**src/rtl/enemy_scan_scheduler.sv**
```systemverilog
// rtl/enemy_scan_scheduler.sv - time-multiplexed enemy hit scan with blood, respawn and kill score
module enemy_scan_scheduler #(
    parameter int         ENEMY_NUM    = 4,
    parameter int         RESPAWN_TIME = 200,
    parameter int         PRESCALE     = 4,
    parameter logic [6:0] MAX_BLOOD    = 7'd100,
    parameter logic [6:0] DAMAGE       = 7'd100
) (
    input  logic                   Clk,
    input  logic                   Reset,
    input  logic                   frame_clk,
    input  logic                   Attack_On,
    input  logic [9*ENEMY_NUM-1:0] Enemy_X_All,
    input  logic [9*ENEMY_NUM-1:0] Enemy_Y_All,
    output logic [8:0]             Hit_X,
    output logic [8:0]             Hit_Y,
    output logic                   Hit_Req,
    input  logic                   Hit_In,
    output logic [ENEMY_NUM-1:0]   Enemy_Alive,
    output logic [7:0]             Score,
    output logic                   Busy
);

    localparam int IW = (ENEMY_NUM > 1) ? $clog2(ENEMY_NUM) : 1;
    localparam int PW = (PRESCALE > 1) ? $clog2(PRESCALE) : 1;

    localparam logic [1:0] S_IDLE    = 2'd0;
    localparam logic [1:0] S_PRESENT = 2'd1;
    localparam logic [1:0] S_CHECK   = 2'd2;

    localparam logic [IW-1:0] LAST_IDX   = IW'(ENEMY_NUM - 1);
    localparam logic [PW-1:0] PRE_LAST   = PW'(PRESCALE - 1);
    localparam logic [9:0]    TIMER_LAST = 10'(RESPAWN_TIME - 1);

    logic          frame_d;
    logic          tick;
    logic          step;
    logic [PW-1:0] presc;
    logic [1:0]    state;
    logic [IW-1:0] idx;
    logic          atk;
    logic          stp;
    logic [7:0]    score_q;
    logic [6:0]    blood [ENEMY_NUM];
    logic [9:0]    timer [ENEMY_NUM];

    logic [6:0]    cur_blood;
    logic [9:0]    cur_timer;
    logic          cur_alive;
    logic          hit_now;
    logic [6:0]    dmg_blood;

    // The prescaler sees every frame tick, even those dropped because a scan is running.
    always_ff @(posedge Clk) begin
        if (Reset) begin
            frame_d <= 1'b0;
            tick    <= 1'b0;
            presc   <= '0;
        end else begin
            frame_d <= frame_clk;
            tick    <= frame_clk & ~frame_d;
            if (tick) begin
                presc <= (presc == PRE_LAST) ? '0 : presc + PW'(1);
            end
        end
    end

    assign step = tick && (presc == PRE_LAST);

    always_comb begin
        cur_blood = '0;
        cur_timer = '0;
        Hit_X     = '0;
        Hit_Y     = '0;
        for (int i = 0; i < ENEMY_NUM; i++) begin
            if (idx == IW'(i)) begin
                cur_blood = blood[i];
                cur_timer = timer[i];
                Hit_X     = Enemy_X_All[9*i +: 9];
                Hit_Y     = Enemy_Y_All[9*i +: 9];
            end
        end
    end

    assign cur_alive = (cur_blood != 7'd0);
    assign hit_now   = cur_alive && atk && Hit_In;
    assign dmg_blood = (cur_blood > DAMAGE) ? cur_blood - DAMAGE : 7'd0;

    always_ff @(posedge Clk) begin
        if (Reset) begin
            state   <= S_IDLE;
            idx     <= '0;
            atk     <= 1'b0;
            stp     <= 1'b0;
            score_q <= '0;
            for (int i = 0; i < ENEMY_NUM; i++) begin
                blood[i] <= MAX_BLOOD;
                timer[i] <= '0;
            end
        end else begin
            case (state)
                S_IDLE: begin
                    if (tick) begin
                        atk   <= Attack_On;
                        stp   <= step;
                        idx   <= '0;
                        state <= S_PRESENT;
                    end
                end
                S_PRESENT: state <= S_CHECK;
                S_CHECK: begin
                    // A kill takes priority, so a freshly killed slot never ages its timer in the same scan.
                    if (hit_now) begin
                        blood[idx] <= dmg_blood;
                        if (dmg_blood == 7'd0 && score_q != 8'hFF) begin
                            score_q <= score_q + 8'd1;
                        end
                    end else if (!cur_alive && stp) begin
                        if (cur_timer == TIMER_LAST) begin
                            timer[idx] <= '0;
                            blood[idx] <= MAX_BLOOD;
                        end else begin
                            timer[idx] <= cur_timer + 10'd1;
                        end
                    end
                    if (idx == LAST_IDX) begin
                        state <= S_IDLE;
                    end else begin
                        idx   <= idx + IW'(1);
                        state <= S_PRESENT;
                    end
                end
                default: state <= S_IDLE;
            endcase
        end
    end

    always_comb begin
        Enemy_Alive = '0;
        for (int i = 0; i < ENEMY_NUM; i++) begin
            Enemy_Alive[i] = (blood[i] != 7'd0);
        end
    end

    assign Hit_Req = (state == S_PRESENT);
    assign Busy    = (state != S_IDLE);
    assign Score   = score_q;

endmodule

```
**config.mk**
```make
export PLATFORM = sky130hd
export DESIGN_NAME = enemy_scan_scheduler
export DESIGN_NICKNAME = d
export VERILOG_FILES = /design/src/rtl/enemy_scan_scheduler.sv
export SDC_FILE = /design/constraint.sdc
export NUM_CORES = 1
export LEC_CHECK = 0
export ABC_AREA = 1
export BUFFER_PORTS_ARGS = -buffer_cell sky130_fd_sc_hd__buf_2
export CORE_MARGIN = 2
export CORE_UTILIZATION = 55
export DETAILED_ROUTE_END_ITERATION = 10
export GPL_TIMING_DRIVEN = 1
export HOLD_SLACK_MARGIN = 0.12
export PLACE_DENSITY = 0.81
export RECOVER_POWER = 100
export SKIP_CTS_REPAIR_TIMING = 1
export SLEW_MARGIN = 30
export SYNTH_ARGS = -nofsm -noshare
export SYNTH_HDL_FRONTEND = slang
export SYNTH_SLANG_ARGS = --single-unit
```
**constraint.sdc**
```tcl
create_clock -name Clk -period 4.41 [get_ports Clk]
set_input_delay 0.882 -clock Clk [delete_from_list [all_inputs] [get_ports Clk]]
set_output_delay 0.882 -clock Clk [all_outputs]
set_load 0.1 [all_outputs]
```
### Word-level counts from Yosys, hierarchy flattened

Memory sizes are Yosys's and may differ from the RTL's.
Cells that the tools add are included.

| storage, ports and cells | value |
|---|---|
| register bits | 18 |
| bits in latches | 0 |
| memory bits (writable) | 68 |
| ROM bits | 0 |
| output and inout bits | 32 |
| logic and storage cells | 101 |
| memories | 2 |

Memory list:

| name | words | bits a word | rd ports | clocked after memory_dff | wr ports | RTL line | text |
|---|---|---|---|---|---|---|---|
| timer | 4 | 10 | 4 | 0 | 4 | 45 | `logic [9:0] timer [ENEMY_NUM];` |
| blood | 4 | 7 | 4 | 0 | 4 | 44 | `logic [6:0] blood [ENEMY_NUM];` |

| cells by class | value |
|---|---|
| add/sub/neg operators | 5 |
| multiply operators | 0 |
| divide/modulo/power cells | 0 |
| $lt $le $gt $ge | 1 |
| equal/unequal tests | 10 |
| shift operators | 0 |
| mux-type cells | 50 |
| bitwise gates (word level) | 4 |
| reduce and logical (&&, ||, !) cells | 21 |

Operators by type and width:

| cell | number |
|---|---|
| 2-to-1 mux 9 bit | 8 |
| 2-to-1 mux 10 bit | 6 |
| 2-to-1 mux 7 bit | 7 |
| nonzero test 7 bit | 5 |
| 2-to-1 mux 1 bit | 21 |
| 2-to-1 mux 2 bit | 6 |
| adder 10 x 1 -> 10 bit, second input constant | 1 |
| == test 10 x 8 -> 1 bit, second input constant | 1 |
| OR reduction 10 bit | 1 |
| adder 8 x 1 -> 8 bit, second input constant | 1 |
| == test 2 bit, second input constant | 4 |
| inequality test 8 bit, second input constant | 1 |
| greater-than comparator 7 bit, second input constant | 1 |
| logical NOT 7 bit | 1 |
| OR reduction 7 bit | 1 |
| subtractor 7 bit, second input constant | 1 |
| case mux 2 bit (3 select lines) | 1 |
| AND reduction 3 bit | 2 |
| logical AND 1 bit | 5 |
| adder 2 x 1 -> 2 bit, second input constant | 2 |
| == test 2 x 1 -> 1 bit, second input constant | 2 |
| logical NOT 2 bit | 2 |
| inequality test 2 bit, second input constant | 2 |
| case mux 2 bit (2 select lines) | 1 |
| other kinds (6) | 8 |

### Depth between registers and ports, before layout

| logic depth | value |
|---|---|
| depth in word-level cells | 16 |
| mapped depth | 19 |

### Worst setup path before layout

OpenSTA, ideal clock, no wires.

| path | value |
|---|---|
| path type | register to output |
| from | register idx[0] |
| to | output Hit_X[0] |
| arrival | 4.188 ns |
| slack | -0.660 ns |
| cell stages (with the launch flop) | 9 |
| buffers on the path | 3 |
| cell sequence | dfxtp_1 > clkinv_1 > ha_1 > inv_1 > buf_2 > buf_2 > buf_1 > nor2_1 > o31ai_1 |

| between the ends | value |
|---|---|
| word-level cells in the longest chain between the ends | 5 |
| elaborated cells on any way between the ends | 8 |

Ends and longest elaborated chain:

| item | RTL line | text |
|---|---|---|
| from (decl) | 40 | `logic [IW-1:0] idx;` |
| from (signal assigned) | 129 | `idx <= idx + IW'(1);` |
| logical NOT 2 bit | 76 | `if (idx == IW'(i)) begin` |
| 2-to-1 mux 9 bit (3 in a row) | 76 |  |
| 2-to-1 mux 9 bit (*) | 76 |  |
| to (decl) | 15 | `output logic [8:0] Hit_X,` |

Mark *: on every way between the ends. The rest lies on a longest branch, timed or not.

### Final worst setup path

| path | value |
|---|---|
| from | register idx[1] |
| to | output Hit_Y[4] |

| between the ends | value |
|---|---|
| word-level cells in the longest chain between the ends | 5 |
| elaborated cells on any way between the ends | 8 |

Ends and longest elaborated chain:

| item | RTL line | text |
|---|---|---|
| logical NOT 2 bit | 76 |  |
| 2-to-1 mux 9 bit (3 in a row) | 76 |  |
| 2-to-1 mux 9 bit (*) | 76 |  |
| to (decl) | 16 | `output logic [8:0] Hit_Y,` |

Marks and branches as above.

==> results.cfg <==
[synth]
synthFlopType = edfxtp_1
synth_warnings = 0
synth_fp_nets = 705
ys_types = 41
synth-seq-cells = 86
ys_seq_area_share_pct = 47.61
synth_edf_count = 68
synthesis.area_um2 = 5046
ys_async_sr_fraction_pct = 0
synth.avg_cell_area_um2 = 8.165
syn_inst = 618

[drt]
route.detailed.drc = 0
wl_per_cell_um = 15.57
first_pass_iters = 5
detail_route.vias_per_cell = 5.624
antenna_left = 0
routed_wl_mm = 12.92
vias = 4668
drt_iter0_drc = 406

[global_routing]
grtUsageTotal_pct = 26.13
grt_pass1_vias = 4245
grt_first_pass_wirelength_mm = 20.21
grt_use_met2_pct = 43.81
gr-usage-met1_pct = 33.44
busiest_layer = met2
overflow = 0
grt_use_met3_pct = 5.292
antenna_found_initial = 0
grt_max_degree = 42

[cells_and_area]
mostFrequentLayoutCells = 148 x nand2_1, 111 x nor2_1, 75 x buf_2, 68 x edfxtp_1, 54 x inv_1
num_antenna_cells = 0
final_cell_area_um2 = 5966
fin_nets = 804
syn_to_final_growth_pct = 18.22
fillers = 732
final_common_cell = nand2_1
layout-drive-gt1-share_pct = 20.91

[setup_path]
r2r_cells = 16
worstSetupPathType = reg -> out
critPathArrivalTime_ns = 3.22
path_max_fanout = 24
crit_path_end_kind = output pin
critPathLaunchType = flip-flop
cp.required_ns = 3.53

[sta]
maxSlewHeadroom_pct = 22.52
max_freq_mhz = 243.7
finalSetupTns_ns = 0
fin_crit_sh_pct = 93.06
final_max_slew_viol_count = 0
finalClockSkew_ns = 0.01174
rsz0062_at_grt = no
setup_viol = 0
max_slew.worst_pin.slew_ns = 1.167
fin_crit_ns = 4.104
hold_viol = 0
whs_ns = 0.3913

[clocking]
clockBufferDepth = 2
numCtsBuffers = 9
cts.sinks = 86
clk_pin_slew_ns = 0.09
htree_levels = 3
insertion_delay_ns = 0.37
cts_root_buf = clkbuf_8
cts_tree = yes

[die]
dieArea_um2 = 9957
die_h_um = 99.79
coreArea_um2 = 8806
pin_count = 109
start_util_pct = 57.30
die_w_um = 99.79
rows = 34

[flow_run]
drv_cap = 0

[place]
dp_hpwl_mm = 9.706
gp_congestion = 0.9302
placedInstanceArea_um2 = 5841
portBuffers = 108

[status]
status = complete, no violations

[power_and_ir_drop]
power.density_nw_per_um2 = 306.1
max-vdd-ir-drop_mv = 0.1970
p_leak_nw = 2.599

[min_path]
hp-class = reg -> reg
whs_path_depth = 1
-- layout make-up --
class / instances / area (um2) / share of cell area, %
repair buffers: 114 / 683.2 / 11.45
inverters: 65 / 247.7 / 4.153
flip-flops and latches: 86 / 2402 / 40.27
clock inverters: 5 / 58.81 / 0.9857
well taps: 108 / 135.1 / 2.265
clock buffers: 11 / 141.4 / 2.370
multi-input cells: 441 / 2297 / 38.51
-- power by group --
part           internal, mW  leakage [nW]  switching (mW)
clock                 0.277        0.0972           0.280
sequential            0.893         0.806         0.00954
combinational         0.105          1.70           0.262
total                  1.27          2.60           0.552
-- registers in the layout (all words and copies together), names as in the netlist --
| name | cells |
|---|---|
| timer | 40 |
| blood | 28 |
| Score | 8 |
| idx | 2 |
| presc | 2 |
| state | 2 |
| atk | 1 |
| frame_d | 1 |
| stp | 1 |
| tick | 1 |
-- metal layers --
| metal | wire [um] | vias up |
|---|---|---|
| li1 | - | 2282 |
| met1 | 5324 | 2113 |
| met2 | 6018 | 244 |
| met3 | 1265 | 29 |
| met4 | 314 | 0 |
| met5 | 0 | - |
-- path summary, 6_finish.rpt --
path              slack, ns                   endpoint                 from
hold / removal         0.39            tick$_SDFF_PP0_   frame_d$_SDFF_PP0_
setup / recovery       0.31                   Hit_Y[4]  idx[1]$_SDFFE_PP0P_
setup reg to reg       0.39  timer[1][7]$_SDFFCE_PN0P_  idx[0]$_SDFFE_PP0P_
hold reg to reg        0.39            tick$_SDFF_PP0_   frame_d$_SDFF_PP0_
-- cell usage after synthesis, types with 2 or more instances --
master / count / area share, %
buf_2: 9 / 0.89
o21ai_1: 10 / 0.99
inv_1: 52 / 3.9
buf_1: 3 / 0.22
clkinv_1: 3 / 0.22
nor4_1: 4 / 0.50
nor3_1: 9 / 0.89
ha_1: 10 / 2.5
inv_2: 10 / 0.74
a221oi_1: 18 / 3.1
nand3b_1: 2 / 0.30
edfxtp_1: 68 / 40
nor2_1: 109 / 8.1
a21oi_2: 2 / 0.35
buf_6: 2 / 0.45
dfxtp_1: 18 / 7.1
a21oi_1: 33 / 3.3
o21ai_0: 7 / 0.69
nand2_2: 3 / 0.37
clkbuf_1: 8 / 0.60
nand3_1: 25 / 2.5
nand3_2: 3 / 0.60
nor2_4: 4 / 0.89
nand2_1: 147 / 11
nand4_1: 10 / 1.2
nand3_4: 3 / 1.0
nor2_2: 4 / 0.50
buf_4: 4 / 0.60
o21ai_2: 2 / 0.35
xor2_1: 7 / 1.2
o31ai_1: 19 / 2.8
-- worst max-delay path, stage by stage, from the launching register on --
cell and delay, ns:
dfxtp_1 0.42, inv_1 0.29, ha_1 0.50, inv_1 0.15, nor2_4 0.46, a221oi_1 0.19, o31ai_1 0.58, buf_12 0.26
-- stage by stage --
step	std cells	power [mW]	util, %	setup slack, ns
after CTS	830	1.836	68.60	0.1364
after global routing	830	1.884	67.75	0.05145
final	830	1.826	67.75	0.3059
after detailed placement	814	1.290	66.33	0.3420
after floorplan	618	1.176	-	0.1963
after global placement	814	1.283	66.33	0.6006
-- cell families after synthesis --
group	after synthesis	share of synthesized area [%]
AOI/OAI and AO/OA	98	12.75
xor gates and xnor gates	8	1.389
adders and majority gates	10	2.480
buffers and inverters	91	7.587
DFF	86	47.61
and+or+nand+nor	325	28.19
(Power assumes the default switching activity.)
